==> src/rtl/key_event_ctrl.sv <==
// key_event_ctrl: per-key press/hold/auto-repeat FSMs that queue events,
// drained by a rotating-priority arbiter onto one valid/ready port.
// Ports: clk, rst_n (async, active low); key_lvl (1 = released);
// evt_valid/evt_ready/evt_key/evt_type event port; key_held per key;
// ovf sticky merge/drop flag, ovf_clr clears it.
module key_event_ctrl #(
  parameter int N_KEYS     = 4,
  parameter int LONG_CYC   = 50_000_000,
  parameter int REPEAT_CYC = 10_000_000,
  localparam int IDXW = (N_KEYS > 1) ? $clog2(N_KEYS) : 1
) (
  input  logic              clk,
  input  logic              rst_n,
  input  logic [N_KEYS-1:0] key_lvl,
  output logic              evt_valid,
  input  logic              evt_ready,
  output logic [IDXW-1:0]   evt_key,
  output logic [1:0]        evt_type,
  output logic [N_KEYS-1:0] key_held,
  output logic              ovf,
  input  logic              ovf_clr
);

  localparam int MAXC =
    (LONG_CYC > REPEAT_CYC) ? LONG_CYC : REPEAT_CYC;
  localparam int TW = (MAXC > 1) ? $clog2(MAXC) : 1;
  localparam logic [TW-1:0] LONG_M1 = TW'(LONG_CYC - 1);
  localparam logic [TW-1:0] REP_M1 = TW'(REPEAT_CYC - 1);
  localparam logic [IDXW:0] NK = (IDXW + 1)'(N_KEYS);
  localparam logic [IDXW-1:0] LAST = IDXW'(N_KEYS - 1);

  typedef enum logic [1:0] {
    S_IDLE,
    S_HOLD,
    S_REP
  } state_e;

  logic [N_KEYS-1:0] key_q;
  logic [N_KEYS-1:0] fall;
  logic [N_KEYS-1:0] rise;
  state_e            st_q  [N_KEYS];
  state_e            st_d  [N_KEYS];
  logic [TW-1:0]     tmr_q [N_KEYS];
  logic [TW-1:0]     tmr_d [N_KEYS];
  logic [N_KEYS-1:0] set_p, set_r, set_l;
  logic [N_KEYS-1:0] pp_q, pr_q, pl_q;
  logic [N_KEYS-1:0] pp_d, pr_d, pl_d;
  logic [N_KEYS-1:0] gnt_p, gnt_r, gnt_l;
  logic [IDXW-1:0]   rr_q, rr_d;
  logic [IDXW-1:0]   g_key, idx;
  logic [IDXW:0]     sum;
  logic [1:0]        g_type;
  logic              found, load, ovf_set;
  logic              evt_valid_q, ovf_q;
  logic [IDXW-1:0]   evt_key_q;
  logic [1:0]        evt_type_q;

  assign fall = key_q & ~key_lvl;
  assign rise = ~key_q & key_lvl;

  // Per-key FSM. A release beats a timer expiry in the same cycle.
  always_comb begin
    set_p = '0;
    set_r = '0;
    set_l = '0;
    key_held = '0;
    for (int k = 0; k < N_KEYS; k++) begin
      st_d[k]  = st_q[k];
      tmr_d[k] = tmr_q[k];
      key_held[k] = (st_q[k] != S_IDLE);
      case (st_q[k])
        S_IDLE: begin
          if (fall[k]) begin
            st_d[k]  = S_HOLD;
            tmr_d[k] = '0;
            set_p[k] = 1'b1;
          end
        end
        S_HOLD: begin
          if (rise[k]) begin
            st_d[k]  = S_IDLE;
            tmr_d[k] = '0;
            set_l[k] = 1'b1;
          end else if (tmr_q[k] == LONG_M1) begin
            st_d[k]  = S_REP;
            tmr_d[k] = '0;
            set_r[k] = 1'b1;
          end else begin
            tmr_d[k] = tmr_q[k] + TW'(1);
          end
        end
        S_REP: begin
          if (rise[k]) begin
            st_d[k]  = S_IDLE;
            tmr_d[k] = '0;
            set_l[k] = 1'b1;
          end else if (tmr_q[k] == REP_M1) begin
            tmr_d[k] = '0;
            set_r[k] = 1'b1;
          end else begin
            tmr_d[k] = tmr_q[k] + TW'(1);
          end
        end
        default: begin
          st_d[k]  = S_IDLE;
          tmr_d[k] = '0;
        end
      endcase
    end
  end

  // Rotating scan from rr_q; press > repeat > release within a key.
  always_comb begin
    found  = 1'b0;
    g_key  = '0;
    g_type = 2'd0;
    sum    = '0;
    idx    = '0;
    for (int i = 0; i < N_KEYS; i++) begin
      sum = {1'b0, rr_q} + (IDXW + 1)'(i);
      if (sum >= NK) sum = sum - NK;
      idx = sum[IDXW-1:0];
      if (!found && (pp_q[idx] | pr_q[idx] | pl_q[idx])) begin
        found = 1'b1;
        g_key = idx;
        if (pp_q[idx])      g_type = 2'd0;
        else if (pr_q[idx]) g_type = 2'd1;
        else                g_type = 2'd2;
      end
    end
  end

  assign load = ~evt_valid_q | evt_ready;
  assign rr_d = (g_key == LAST) ? '0 : g_key + IDXW'(1);

  always_comb begin
    gnt_p = '0;
    gnt_r = '0;
    gnt_l = '0;
    for (int k = 0; k < N_KEYS; k++) begin
      if (load && found && g_key == IDXW'(k)) begin
        gnt_p[k] = (g_type == 2'd0);
        gnt_r[k] = (g_type == 2'd1);
        gnt_l[k] = (g_type == 2'd2);
      end
    end
  end

  // A set on a bit granted in the same cycle re-arms it without overflow.
  assign pp_d = (pp_q & ~gnt_p) | set_p;
  assign pr_d = (pr_q & ~gnt_r) | set_r;
  assign pl_d = (pl_q & ~gnt_l) | set_l;
  assign ovf_set = |((set_p & pp_q & ~gnt_p) |
                     (set_r & pr_q & ~gnt_r) |
                     (set_l & pl_q & ~gnt_l));

  always_ff @(posedge clk or negedge rst_n) begin
    if (!rst_n) begin
      key_q       <= '1;
      pp_q        <= '0;
      pr_q        <= '0;
      pl_q        <= '0;
      rr_q        <= '0;
      evt_valid_q <= 1'b0;
      evt_key_q   <= '0;
      evt_type_q  <= 2'd0;
      ovf_q       <= 1'b0;
      for (int k = 0; k < N_KEYS; k++) begin
        st_q[k]  <= S_IDLE;
        tmr_q[k] <= '0;
      end
    end else begin
      key_q <= key_lvl;
      pp_q  <= pp_d;
      pr_q  <= pr_d;
      pl_q  <= pl_d;
      for (int k = 0; k < N_KEYS; k++) begin
        st_q[k]  <= st_d[k];
        tmr_q[k] <= tmr_d[k];
      end
      if (load) begin
        if (found) begin
          evt_valid_q <= 1'b1;
          evt_key_q   <= g_key;
          evt_type_q  <= g_type;
          rr_q        <= rr_d;
        end else begin
          evt_valid_q <= 1'b0;
        end
      end
      ovf_q <= ovf_set | (ovf_q & ~ovf_clr);
    end
  end

  assign evt_valid = evt_valid_q;
  assign evt_key   = evt_key_q;
  assign evt_type  = evt_type_q;
  assign ovf       = ovf_q;

endmodule

==> config.mk <==
export PLATFORM = sky130hd
export DESIGN_NAME = key_event_ctrl
export DESIGN_NICKNAME = d
export VERILOG_FILES = /design/src/rtl/key_event_ctrl.sv
export SDC_FILE = /design/constraint.sdc
export NUM_CORES = 1
export LEC_CHECK = 0
export CORE_MARGIN = 10
export CORE_UTILIZATION = 25
export DETAILED_ROUTE_END_ITERATION = 12
export SLEW_MARGIN = 20
export SYNTH_ARGS = -nofsm -noshare
export SYNTH_HDL_FRONTEND = slang
export SYNTH_SLANG_ARGS = --single-unit
==> constraint.sdc <==
create_clock -name clk -period 6.1 [get_ports clk]
set_input_delay 1.22 -clock clk [delete_from_list [all_inputs] [get_ports clk]]
set_output_delay 1.22 -clock clk [all_outputs]
set_load 0.05 [all_outputs]
* After elaboration in Yosys (flattened, before gate mapping)
Index checks and enable logic that the tools add are counted.
Cells by class: order comparisons 8, mux-type cells 142, equality and inequality tests 33, bitwise operators 34, reductions and logical operators 31, $add $sub $neg 12
Operator list (number):
- $mux 26 | 20
- $pmux 26 s3 | 4
- $add 26x1->26 const B | 4
- $eq 26x24->1 const B | 4
- $eq 26x26->1 const B | 4
- $mux 2 | 37
- $mux 1 | 61
- $and 4x4->4 | 11
- $bmux 1 s2 | 12
- $pmux 2 s3 | 4
- $not 4->4 | 5
- $or 4x4->4 | 5
- $ne 2x2->1 const B | 8
- $eq 2x2->1 const B | 7
- $eq 2x1->1 const B | 6
- $logic_not 2->1 | 6
- $lt 2x3->1 const B | 4
- $ne 3x3->1 const B | 4
- $reduce_and 3->1 | 4
- $or 1x1->1 | 10
- $ge 3x3->1 const B | 3
- $logic_and 1x1->1 | 8
- $pmux 1 s2 | 4
- $reduce_bool 2->1 | 4
- other kinds (11) | 21
Word-level totals: bits of input ports 8, word-level logic and storage cells 277, output and inout bits 10, register bits 136

* Logic depth before layout (Yosys ltp)
depth after elaboration 25, depth in mapped cells 17

* Least setup slack after synthesis
Ideal clock, no wire load.
path kind register to register, start point reg rr_q[0], end point reg ovf_q, in the netlist ovf, library setup time 131 ps, cell stages (with the launch flop) 17, arrival time 3373 ps, path slack 2596 ps, cells stage by stage dfrtp_1 buf_6 mux4_2 or3_1 or2_2 nand2b_1 xnor2_1 nor2_1 inv_1 ha_1 inv_1 a41oi_1 o21ai_0 nor3_1 o221ai_1 a211o_1 or3_1
On the way: longest elaborated chain between the ends 25
Ends and longest elaborated chain:
- start, declared | RTL line 49 | logic [IDXW-1:0] rr_q, rr_d;
- start signal, assigned | RTL line 186 | rr_q <= rr_d;
- parallel branches: the longest is 15 deep, another holds $add 2x1->3
- $mux 2 * | RTL line 123 | if (!found && (pp_q[idx] | pr_q[idx] | pl_q[idx])) begin
- net g_key[0] | RTL line 50 | logic [IDXW-1:0] g_key, idx;
- $eq 2x1->1 (tied with other cells) | RTL line 141 | if (load && found && g_key == IDXW'(k)) begin
- $logic_and 1x1->1 | RTL line 141
- $mux 1 | RTL line 141
- $not 4->4 (on tied branches) | RTL line 153, 154
- $and 4x4->4 (on tied branches) | RTL line 153, 154
- $or 4x4->4 | RTL line 153 | assign ovf_set = |((set_p & pp_q & ~gnt_p) |
- $or 4x4->4 * | RTL line 154 | (set_r & pr_q & ~gnt_r) |
- $reduce_or 4->1 * | RTL line 153
- $or 1x1->1 * | RTL line 191 | ovf_q <= ovf_set | (ovf_q & ~ovf_clr);
- end signal, assigned | RTL line 191
- end, declared | RTL line 54 | logic evt_valid_q, ovf_q;
Mark *: on every way through the listed nets, which the timed path passes. The select of a mux whose other input is x is not followed. A chain may end at the register's enable or synchronous reset.

* Worst setup path in the final report
Same ends and word-level chain as after synthesis.

==> results.toml <==
[logic_synthesis]
ys_types = 64
post_synth_and_or_nand_nor_area_fraction_pct = 25.9
synth-compound-area-share_pct = 21.5
synth_top_family_by_area = "simple AND/OR/NAND/NOR gates"
synth-xor-area-share_pct = 0.842
synth_fa_ha_area_share_pct = 3.01
syn_area_um2 = 8320
post-synth-top-count-cell = "nand2_1"
synth_largest_area_cell = "dfrtp_1"
synth_top_area_share_pct = 39.7
synthArstFlopShare_pct = 100
synth.area.top_cells = "dfrtp_1 (40%), o21ai_0 (8.1%), nand2_1 (6.9%)"
net_count_of_the_mapped_netlist = 1000
seq_area_frac_synth_pct = 41.0
netlist_instances = 972
synthesis.yosys.warnings = 0
synth_area_per_cell_um2 = 8.56
synth-edff-count = 0
synth.ff_latch_count = 136
synth_top_flop_cell = "dfrtp_1"
synth_mux_area_share_pct = 3.76
synthTopCellsByCount = "nand2_1 (152), o21ai_0 (134), dfrtp_1 (132), o31ai_1 (51), inv_1 (46)"

[timing]
fmaxAchievable_mhz = 239
min_period_over_period_pct = 68.6
tightest_slew_ns = 0.871
finalSetupViolations = 0
totalNegativeSetupSlack_ns = 0
timing.max_slew.rel_slack_pct = 41.4
grt_setup_unrepaired = "no"
fin_skew_ns = 0.0116
slew_viol_final = 0
finalCriticalPeriod_ns = 4.19
finalHoldWorstSlack_ns = 0.482
final-hold-violation-count = 0

[grt]
first_global_vias = 6987
maximum_number_of_pins_on_one_net_before_global_route_repair = 104
met2_usage_grt_pct = 16.0
global_route_wire_length_before_repair_um = 35000
grt.met3_usage_pct = 2.19
gr-usage-all-layers_pct = 10.0
grt.overflow.total = 0
antenna_found_initial = 0
met1_usage_pct = 13.4
grt.busiest_layer = "met2"

[outcome]
status = "completed"

[detailed_routing]
ant_nets = 0
drt_pre_antenna_iters = 5
drt_first_iter_violations = 674
post_drt_wl_per_cell_um = 14.2
route.final.wire_length_um = 20400
detail_route.vias_per_cell = 5.16
num_vias = 7399
detail_route.drc_violations = 0

[place]
gp_congestion = 0.828
number_of_buffers_added_on_ports = 17
dp_hpwl_um = 13800
postPlaceCellArea_um2 = 8950
placed_cells = 1402

[floorplan]
row_count = 66
ios = 18
floorplan.die_area_um2 = 41000
start_util_pct = 25.4
fp.dieW_um = 202
height_of_the_die_um = 202
core-area_um2 = 32700

[cells_and_area]
nets = 1007
area_delta_synth_final_pct = 14.8
finish.instance_area_um2 = 9550
final_layout_size_suffix_gt1_share_pct = 7.16
layoutNonFillerInstCount = 1434
diodes = 0

[critical_path]
path_class = "flop to flop"
cp-end-kind = "flop"
required_arrival_time_at_the_worst_endpoint_ns = 6.41
cp_cell_sequence = "mux4_2, or3_1, or2_2, nand2b_1, xnor2_1, nor2_1, inv_1, ha_1, inv_1, a41oi_1, o21ai_0, nor3_1, o221ai_1, a211o_1, or3_1"
worstPathArrival_ns = 4.50
max_stage_delay_ns = 0.78
worst_path_max_delay_cell = "dfrtp_1"
setup.reg_to_reg.worst_slack_ns = 1.91
start_kind = "flop"
critical_path.max_fanout = 15

[clocking]
clock_tree.buffer_depth = 2
path_clk_slew_ns = 0.06
htreeDepth = 4
post-cts-setup-buffer-count = 0
cts-hold-fix-buffers = 0
insertion_delay_ns = 0.44
cts_bufs_inserted = 17
root_driver = "clkbuf_16"
cts_tree = "yes"
clock_sink_count = 136
resized_after_cts = 0

[power]
p_per_area_nw_per_um2 = 353
total_leakage_power_uw = 0.00363
ir_worst_vdd_mv = 0.237

[min_path]
holdCritPathClass = "flop to flop"

[job]
timing.max_cap.violations = 0
==> critical path, delay by kind of cell, from the launching register on <==
| kind | cells | cell delay [ns] |
|---|---|---|
| multiplexers | 1 | 0.64 |
| flip-flops | 1 | 0.78 |
| buffers and inverters | 2 | 0.18 |
| AND/OR/NAND/NOR | 6 | 1.40 |
| adder cells (fa/ha/maj) | 1 | 0.20 |
| AO/OA/AOI/OAI | 4 | 0.72 |
| XOR/XNOR | 1 | 0.14 |
==> report_power, final <==
group          internal [µW]  leakage, µW  switching [µW]
combinational            446      0.00153             789
sequential               978      0.00183             120
clock                    615     0.000268             427
==> sequential cells by signal, indices dropped and copies added (netlist names), 2 cells and up <==
| signal | cells |
|---|---|
| key_q | 4 |
| st_q | 8 |
| pp_q | 4 |
| pl_q | 4 |
| tmr_q | 104 |
| rr_q | 2 |
| pr_q | 4 |
| evt_key | 2 |
| evt_type | 2 |
==> layout make-up <==
class,count,area (µm²)
Fill cell,3492,23200
Multi-Input combinational cell,754,4600
Sequential cell,136,3410
Tap cell,442,553
Clock buffer,19,443
Timing Repair Buffer,24,226
Inverter,46,173
Clock inverter,13,149
==> logic make-up (layout without fill, tap and decap cells) <==
| family | after synthesis | count (layout) |
|---|---|---|
| adders and majority gates | 20 | 20 |
| AOI/OAI and AO/OA | 287 | 287 |
| muxes | 16 | 16 |
| xor gates and xnor gates | 8 | 8 |
| buffers and inverters | 82 | 102 |
| and+or+nand+nor | 423 | 423 |
| DFF | 136 | 136 |
==> per-stage QoR <==
step	util [%]	total power (µW)	setup WS, ns
global route	29.2	3600	1.45
CTS	29.2	3400	1.87
finish	29.2	3380	1.91
detailed placement	27.4	2350	1.88
global placement	27.4	2330	1.98
floorplan	-	2020	2.60
==> cells in the final DEF, fill, tap and decap left out, drive strengths merged, types with 22 or more instances in the layout <==
cell type / n
nor3: 22
nor2: 41
a21oi: 25
nand3: 44
o31ai: 51
inv: 47
nand2b: 23
dfrtp: 132
o21ai: 136
and3: 26
nand4: 24
nand2: 152
==> worst paths after layout <==
path / startpoint / endpoint / depth (start not counted)
max in group asynchronous: rst_n / tmr_q[1]$_DFFE_PN0P_ / 2
min reg2reg: evt_type[1]$_DFFE_PN0N_ / evt_type[1]$_DFFE_PN0N_ / 1
max: rr_q[0]$_DFFE_PN0N_ / ovf$_DFF_PN0_ / 15
min: evt_type[1]$_DFFE_PN0N_ / evt_type[1]$_DFFE_PN0N_ / 1
min in group asynchronous: rst_n / tmr_q[42]$_DFFE_PN0P_ / 1
max reg2reg: rr_q[0]$_DFFE_PN0N_ / ovf$_DFF_PN0_ / 15
==> layer usage <==
layer,up-vias,share of wire [%]
met2,128,46
met5,-,0
met1,3635,50
met3,18,3.2
li1,3618,-
met4,0,0.99
(Power assumes the default switching activity.)
